$ cat src/rtl/mem_arbiter.sv
// Two-requester memory arbiter with round-robin tie breaking.
// Requests are sampled only in IDLE. Writes take one memory cycle.
// Reads wait for m_ReadReady, or abort with ERR_DATA after TIMEOUT RD cycles.
// Every memory-side and requester-side output comes straight from a register.
module mem_arbiter #(
    parameter logic [7:0]  TIMEOUT  = 8'd200,
    parameter logic [31:0] ERR_DATA = 32'hDEAD_BEEF
) (
    input  logic        CLK,
    input  logic        Reset,
    input  logic        r0_ReadValid,
    input  logic        r0_WriteValid,
    input  logic [31:0] r0_Addr,
    input  logic [31:0] r0_WriteData,
    output logic        r0_ReadReady,
    output logic        r0_WriteDone,
    output logic [31:0] r0_ReadData,
    input  logic        r1_ReadValid,
    input  logic        r1_WriteValid,
    input  logic [31:0] r1_Addr,
    input  logic [31:0] r1_WriteData,
    output logic        r1_ReadReady,
    output logic        r1_WriteDone,
    output logic [31:0] r1_ReadData,
    output logic        m_ReadValid,
    output logic        m_WriteValid,
    output logic [31:0] m_Addr,
    output logic [31:0] m_WriteData,
    input  logic        m_ReadReady,
    input  logic [31:0] m_ReadData,
    output logic        Busy,
    output logic        Grant,
    output logic        TimeoutErr
);

    typedef enum logic [1:0] {
        IDLE = 2'd0,
        WR   = 2'd1,
        RD   = 2'd2,
        DONE = 2'd3
    } state_t;

    state_t      state_q;
    logic [7:0]  cnt_q;
    logic        last_grant_q;
    logic        grant_q;
    logic        op_wr_q;
    logic        busy_q;
    logic        timeout_err_q;
    logic        m_rvalid_q;
    logic        m_wvalid_q;
    logic [31:0] m_addr_q;
    logic [31:0] m_wdata_q;
    logic        r0_rready_q;
    logic        r0_wdone_q;
    logic [31:0] r0_rdata_q;
    logic        r1_rready_q;
    logic        r1_wdone_q;
    logic [31:0] r1_rdata_q;

    logic        req0_s;
    logic        req1_s;
    logic        valid_d;
    logic        grant_d;
    logic        wr_d;
    logic [31:0] addr_d;
    logic [31:0] wdata_d;

    // Arbitration: pick the winner and its operation from the live request lines.
    always_comb begin
        req0_s  = r0_ReadValid | r0_WriteValid;
        req1_s  = r1_ReadValid | r1_WriteValid;
        valid_d = req0_s | req1_s;
        grant_d = 1'b0;
        wr_d    = 1'b0;
        addr_d  = 32'h0;
        wdata_d = 32'h0;
        if (req0_s && req1_s) begin
            grant_d = ~last_grant_q;
        end else if (req1_s) begin
            grant_d = 1'b1;
        end else begin
            grant_d = 1'b0;
        end
        // A request with both flags set is treated as a write.
        if (grant_d) begin
            wr_d    = r1_WriteValid;
            addr_d  = r1_Addr;
            wdata_d = r1_WriteData;
        end else begin
            wr_d    = r0_WriteValid;
            addr_d  = r0_Addr;
            wdata_d = r0_WriteData;
        end
    end

    // Transaction FSM; all outputs are registered alongside the state.
    always_ff @(posedge CLK) begin
        if (Reset) begin
            state_q       <= IDLE;
            cnt_q         <= 8'd0;
            last_grant_q  <= 1'b1;
            grant_q       <= 1'b0;
            op_wr_q       <= 1'b0;
            busy_q        <= 1'b0;
            timeout_err_q <= 1'b0;
            m_rvalid_q    <= 1'b0;
            m_wvalid_q    <= 1'b0;
            m_addr_q      <= 32'h0;
            m_wdata_q     <= 32'h0;
            r0_rready_q   <= 1'b0;
            r0_wdone_q    <= 1'b0;
            r0_rdata_q    <= 32'h0;
            r1_rready_q   <= 1'b0;
            r1_wdone_q    <= 1'b0;
            r1_rdata_q    <= 32'h0;
        end else begin
            case (state_q)
                IDLE: begin
                    if (valid_d) begin
                        grant_q      <= grant_d;
                        last_grant_q <= grant_d;
                        op_wr_q      <= wr_d;
                        m_addr_q     <= addr_d;
                        m_wdata_q    <= wdata_d;
                        busy_q       <= 1'b1;
                        cnt_q        <= 8'd0;
                        if (wr_d) begin
                            m_wvalid_q <= 1'b1;
                            state_q    <= WR;
                        end else begin
                            m_rvalid_q <= 1'b1;
                            state_q    <= RD;
                        end
                    end
                end
                WR: begin
                    m_wvalid_q <= 1'b0;
                    r0_wdone_q <= ~grant_q;
                    r1_wdone_q <= grant_q;
                    state_q    <= DONE;
                end
                RD: begin
                    // Ready beats timeout when both land in the same cycle.
                    if (m_ReadReady || (cnt_q == (TIMEOUT - 8'd1))) begin
                        m_rvalid_q    <= 1'b0;
                        timeout_err_q <= ~m_ReadReady;
                        r0_rready_q   <= ~grant_q;
                        r1_rready_q   <= grant_q;
                        if (grant_q) begin
                            r1_rdata_q <= m_ReadReady ? m_ReadData : ERR_DATA;
                        end else begin
                            r0_rdata_q <= m_ReadReady ? m_ReadData : ERR_DATA;
                        end
                        state_q <= DONE;
                    end else begin
                        cnt_q <= cnt_q + 8'd1;
                    end
                end
                DONE: begin
                    r0_rready_q   <= 1'b0;
                    r0_wdone_q    <= 1'b0;
                    r1_rready_q   <= 1'b0;
                    r1_wdone_q    <= 1'b0;
                    timeout_err_q <= 1'b0;
                    busy_q        <= 1'b0;
                    state_q       <= IDLE;
                end
                default: begin
                    state_q <= IDLE;
                end
            endcase
        end
    end

    assign r0_ReadReady = r0_rready_q;
    assign r0_WriteDone = r0_wdone_q;
    assign r0_ReadData  = r0_rdata_q;
    assign r1_ReadReady = r1_rready_q;
    assign r1_WriteDone = r1_wdone_q;
    assign r1_ReadData  = r1_rdata_q;
    assign m_ReadValid  = m_rvalid_q;
    assign m_WriteValid = m_wvalid_q;
    assign m_Addr       = m_addr_q;
    assign m_WriteData  = m_wdata_q;
    assign Busy         = busy_q;
    assign Grant        = grant_q;
    assign TimeoutErr   = timeout_err_q;

endmodule

$ cat config.mk
export PLATFORM = sky130hd
export DESIGN_NAME = mem_arbiter
export DESIGN_NICKNAME = d
export VERILOG_FILES = /design/src/rtl/mem_arbiter.sv
export SDC_FILE = /design/constraint.sdc
export NUM_CORES = 1
export LEC_CHECK = 0
export ABC_AREA = 1
export BUFFER_PORTS_ARGS = -buffer_cell sky130_fd_sc_hd__buf_4
export CORE_MARGIN = 5
export CORE_UTILIZATION = 42
export DETAILED_ROUTE_END_ITERATION = 8
export GPL_TIMING_DRIVEN = 0
export PLACE_DENSITY_LB_ADDON = 0.2
export REMOVE_ABC_BUFFERS = 1
export SYNTH_ARGS = -nofsm -noshare
export SYNTH_HDL_FRONTEND = slang
export SYNTH_SLANG_ARGS = --single-unit
$ cat constraint.sdc
create_clock -name CLK -period 1.49 [get_ports CLK]
set_input_delay 0.0745 -clock CLK [delete_from_list [all_inputs] [get_ports CLK]]
set_output_delay 0.0745 -clock CLK [all_outputs]
set_load 0.01 [all_outputs]
# ---- Word-level counts from Yosys, hierarchy flattened
# Index checks and enable logic that the tools add are counted.
dict set report totals {
  reg_bits 148
  output_inout_bits 137
  inputBits 167
}
dict set report classes {
  reduce_logical 17
  n_bitwise 6
  mux 30
  addsub 1
  eq_ne 9
}
# op count
set op_table {}
lappend op_table {{2-to-1 mux 32 bit} 3}
lappend op_table {{2-to-1 mux 8 bit} 2}
lappend op_table {{one-hot mux 1 bit (2 select lines)} 8}
lappend op_table {{one-hot mux 8 bit (2 select lines)} 1}
lappend op_table {{2-to-1 mux 1 bit} 12}
lappend op_table {{AND reduction 3 bit} 4}
lappend op_table {{!= test 2 bit, second input constant} 5}
lappend op_table {{nonzero test 2 bit} 5}
lappend op_table {{adder 8 x 1 -> 8 bit, second input constant} 1}
lappend op_table {{== test 8 bit, second input constant} 1}
lappend op_table {{one-hot mux 2 bit (4 select lines)} 1}
lappend op_table {{AND reduction 2 bit} 4}
lappend op_table {{2-to-1 mux 2 bit} 3}
lappend op_table {{== test 2 bit, second input constant} 2}
lappend op_table {{AND reduction 4 bit} 1}
lappend op_table {{inverter 1 bit} 3}
lappend op_table {{bitwise OR 1 bit} 3}
lappend op_table {{== test 2 x 1 -> 1 bit, second input constant} 1}
lappend op_table {{logical NOT 2 bit} 1}
lappend op_table {{logical AND 1 bit} 1}
lappend op_table {{logical OR 1 bit} 1}

# ---- Depth between registers and ports, before layout
dict set report depth {
  ltp_word 7
  depth_mapped 12
  mapped_depth_nobuf 11
}

# ---- Least setup slack after synthesis
# No wires, ideal clock.
dict set report synth_path {
  kind {register -> register}
  start {reg state_q[0]}
  end {reg cnt_q[0]}
  stages_incl_launch_ff 12
  setup_ps 116
  arrival_time_ps 1422
  setup_slack_ps -47
  path_buffers 1
  required_time_ps 1374
  cell_sequence {dfxtp_1 inv_1 ha_1 buf_4 inv_1 nand2_1 nand2_1 inv_1 nand2_2 inv_2 nor2_1 nor2_1}
}
dict set report synth_between {
  elab_chain_cells 3
}
# element line_no
set synth_lines {}
lappend synth_lines {{from (decl)} 43} ;# state_t state_q;
lappend synth_lines {{from (signal assigned)} 100} ;# state_q <= IDLE;
lappend synth_lines {{from (signal assigned)} 130} ;# state_q <= WR;
lappend synth_lines {{from (signal assigned)} 133} ;# state_q <= RD;
lappend synth_lines {{== test 2 bit / logical NOT 2 bit (equally long branches)} 118} ;# case (state_q)
lappend synth_lines {{!= test 2 bit (no source line) / nonzero test 2 bit (equally long branches)} -}
lappend synth_lines {{AND reduction 3 bit (no source line)} -}
lappend synth_lines {{to (signal assigned)} 157} ;# cnt_q <= cnt_q + 8'd1;
lappend synth_lines {{to (decl)} 44} ;# logic [7:0] cnt_q;
# Several ways; a longest one is shown, not always the timed one.
# A chain may end at the register's enable or synchronous reset.

# ---- Worst setup path in the final report
dict set report layout_path {
  start {reg cnt_q[1]}
  end {reg r0_rdata_q[31] (netlist: r0_ReadData[31])}
}
dict set report layout_between {
  elab_chain_cells 3
}
# element line_no
set layout_lines {}
lappend layout_lines {{== test 8 bit} 145} ;# if (m_ReadReady || (cnt_q == (TIMEOUT - 8'd1))) begin
lappend layout_lines {{logical OR 1 bit} 145}
lappend layout_lines {{AND reduction 3 bit (no source line)} -}
lappend layout_lines {{to (signal assigned)} 153} ;# r0_rdata_q <= m_ReadReady ? m_ReadData : ERR_DATA;
lappend layout_lines {{to (decl)} 56} ;# logic [31:0] r0_rdata_q;
# No other way between the ends.

==> flow_summary.yaml <==
synth:
  seq_area_frac_synth_pct: 45.21
  synth-seq-cells: 148
  netlist_area_um2: 6554
  avgSynthCellArea_um2: 7.170
  synthTopCellsByArea: "dfxtp_1 (45%), nand2_1 (18%), o211ai_1 (7.3%)"
  yosys.cell_types.count: 27
  ys_warn_count: 0
  synth_cells: 914
  synth_top_area_cell: "dfxtp_1"
  yosysTopAreaCellShare_pct: 45.21
floorplan:
  dieWidth_um: 134.9
  io_pins: 304
  core_area_um2: 15260
  die_h_um: 134.9
  num_rows: 45
  dieArea_um2: 18200
  initial_core_util_pct: 42.95
pwr:
  power.leakage_nw: 5.610
  vdd_drop_max_mv: 0.8430
  power_density_nw_per_um2: 1700
drt:
  first_iter_violations: 610
  wl_um: 28190
  num_vias: 7983
  drc: 0
  first_pass_iters: 6
  antenna_left: 0
  post_drt_wl_per_cell_um: 18.03
  viasPerCell: 5.104
placed_design:
  hpwl_um: 14850
  dpl.cell_count: 1371
  numPortBuffers: 303
  place_area_um2: 8847
  place_congestion: 0.8143
cells_and_area:
  drive_gt1_share_pct: 35.75
  final_common_cell: "buf_4"
  utilization_pct: 76.44
  n_fill_cell: 1031
  final_cell_mix: "buf_4 (312), nand2_1 (274), dfxtp_1 (142)"
  fin_nets: 1511
  area_growth_pct: 77.97
  stdcell_area_um2: 11660
  fin_cells: 1564
min_path:
  hold_class: "input pin to flip-flop"
  hold_depth: 5
worst_setup_path:
  critPathCaptureType: "flip-flop"
  cpPeakStageDelay_ns: 0.36
  path_common_cell: "nand2_1"
  path_cells: "ha_4 -> nand2_2 -> nor2_1 -> nand2_1 -> nand2_4 -> nand3_4 -> buf_12 -> clkbuf_16 -> nand2_1 -> a21oi_1"
  critPathSlowestCell: "dfxtp_2"
  r2r_slack_ns: -0.10
  crit_required_ns: 1.77
  crit_arrival_ns: 1.88
  reg2reg_depth: 10
  cp_max_fo: 7
  critPathLaunchType: "flip-flop"
  crit_type: "flip-flop to flip-flop"
clock_network:
  cts_buffers: 17
  clk_pin_slew_ns: 0.06
  cts-root-buf: "clkbuf_16"
  clk_path_buf_depth: 2
  clock_sinks: 148
  cts.htree.levels: 4
  cts_tree: "done"
  clkLatencyLatePin_ns: 0.42
run:
  max_cap_violations: 0
global_routing:
  grt_pass1_vias: 7369
  track_usage_pct: 27.55
  grt_max_degree: 75
  antenna_found_initial: 1
  grt.overflow.total: 0
  grt_pass1_wl_um: 39860
sta:
  hold_viol: 0
  post-route-period-util_pct: 106.9
  finClkSkew_ns: 0.009737
  rsz0062_at_grt: "yes"
  tightest_slew_ns: 0.6067
  drv_slew: 0
  layout_min_cycle_time_ns: 1.592
  relSlewSlack_pct: 59.50
  fmax_mhz: 628.1
  finalWorstSetupSlack_ns: -0.1022
  setup_viol: 68
status:
  outcome: "finished with violations"
  violations: "setup timing"
-- cell usage after synthesis --
master    number
nand2_1      315
dfxtp_1      148
inv_1         96
nand3_1       77
a21oi_1       74
o211ai_1      64
buf_2         29
or2_2         24
nor2_1        22
clkbuf_1      20
buf_6          6
ha_1           6
inv_2          5
o21ai_0        5
buf_4          3
o21ai_1        3
buf_1          2
clkinv_2       2
nand3_4        2
nand4_1        2
nor3_1         2
xor2_1         2
nand2_2        1
nand2_4        1
nor3_2         1
o21bai_1       1
o31ai_1        1
-- what timing repair did --
| action | 4_1_cts | 5_1_grt |
|---|---|---|
| pin swaps | 18 | 13 |
| endpoints found under the hold margin | 84 | 0 |
| setup buffers | 14 | 10 |
| gates cloned | 7 | 12 |
| hold buffers | 116 | 0 |
| setup endpoints to repair | 146 | 128 |
| resized for setup | 62 | 67 |
-- final timing paths --
check / from / end
setup / recovery: cnt_q[1] / r0_ReadData[31]
setup reg to reg: cnt_q[1] / r0_ReadData[31]
hold reg to reg: r1_ReadData[12] / r1_ReadData[12]
hold / removal: r0_WriteData[6] / m_WriteData[6]
-- routing by layer --
metal | wire (um) | GRT usage, %
met1 | 10320 | 32.16
met2 | 13990 | 46.50
met3 | 2899 | 9.873
met4 | 978 | 10.12
met5 | 0 | 0
-- sequential cells by signal, summed over array words and instances, names as in the netlist --
register      count
r1_ReadReady      1
m_ReadValid       1
Busy              1
cnt_q             8
last_grant_q      1
r0_WriteDone      1
m_WriteData      32
r1_WriteDone      1
TimeoutErr        1
r0_ReadReady      1
r1_ReadData      32
r0_ReadData      32
m_WriteValid      1
m_Addr           32
state_q           2
Grant             1
-- layout make-up --
| type | count | area [um2] | share of cell area, % |
|---|---|---|---|
| repair buffers | 454 | 4004 | 34.33 |
| multi-input cells | 609 | 3252 | 27.88 |
| flip-flops and latches | 148 | 2975 | 25.51 |
| inverters | 103 | 488.0 | 4.184 |
| clock buffers | 20 | 456.7 | 3.915 |
| well taps | 211 | 264.0 | 2.263 |
| clock inverters | 12 | 155.1 | 1.330 |
| repair inverters | 5 | 63.81 | 0.5471 |
| diodes | 2 | 5.005 | 0.04291 |
-- power by group --
part / internal (mW) / total [mW] / switching (mW) / leakage (nW)
logic: 4.27 / 9.59 / 5.32 / 4.10
registers: 5.08 / 5.77 / 0.691 / 1.22
clock network: 2.72 / 4.46 / 1.74 / 0.296
-- per-stage QoR --
stage	hold WS (ns)	worst slack (ns)	setup TNS [ns]	total power, mW
final	0.006428	-0.1022	-3.003	19.82
after global routing	0.02011	-0.1767	-9.534	20.79
after CTS	0.0005961	-0.07330	-2.735	18.27
after detailed placement	0.3911	-0.8963	-107.35	12.53
after global placement	0.3807	-2.644	-232.11	11.09
after floorplan	0.1436	-1.131	-89.38	9.203
-- critical path: cells and delay by family (launching register included) --
| kind | cells | cell delay (ns) |
|---|---|---|
| simple gates | 6 | 0.52 |
| flops | 1 | 0.36 |
| buf+inv | 2 | 0.34 |
| fa+ha+maj | 1 | 0.14 |
| compound gates | 1 | 0.06 |
-- cell families after synthesis --
family,after synthesis,synth area share (%)
compound gates,148,13.82
xor+xnor,2,0.2673
fa+ha+maj,6,1.145
buf+inv,163,10.79
flops,148,45.21
simple gates,447,28.77
(Power assumes the default switching activity.)
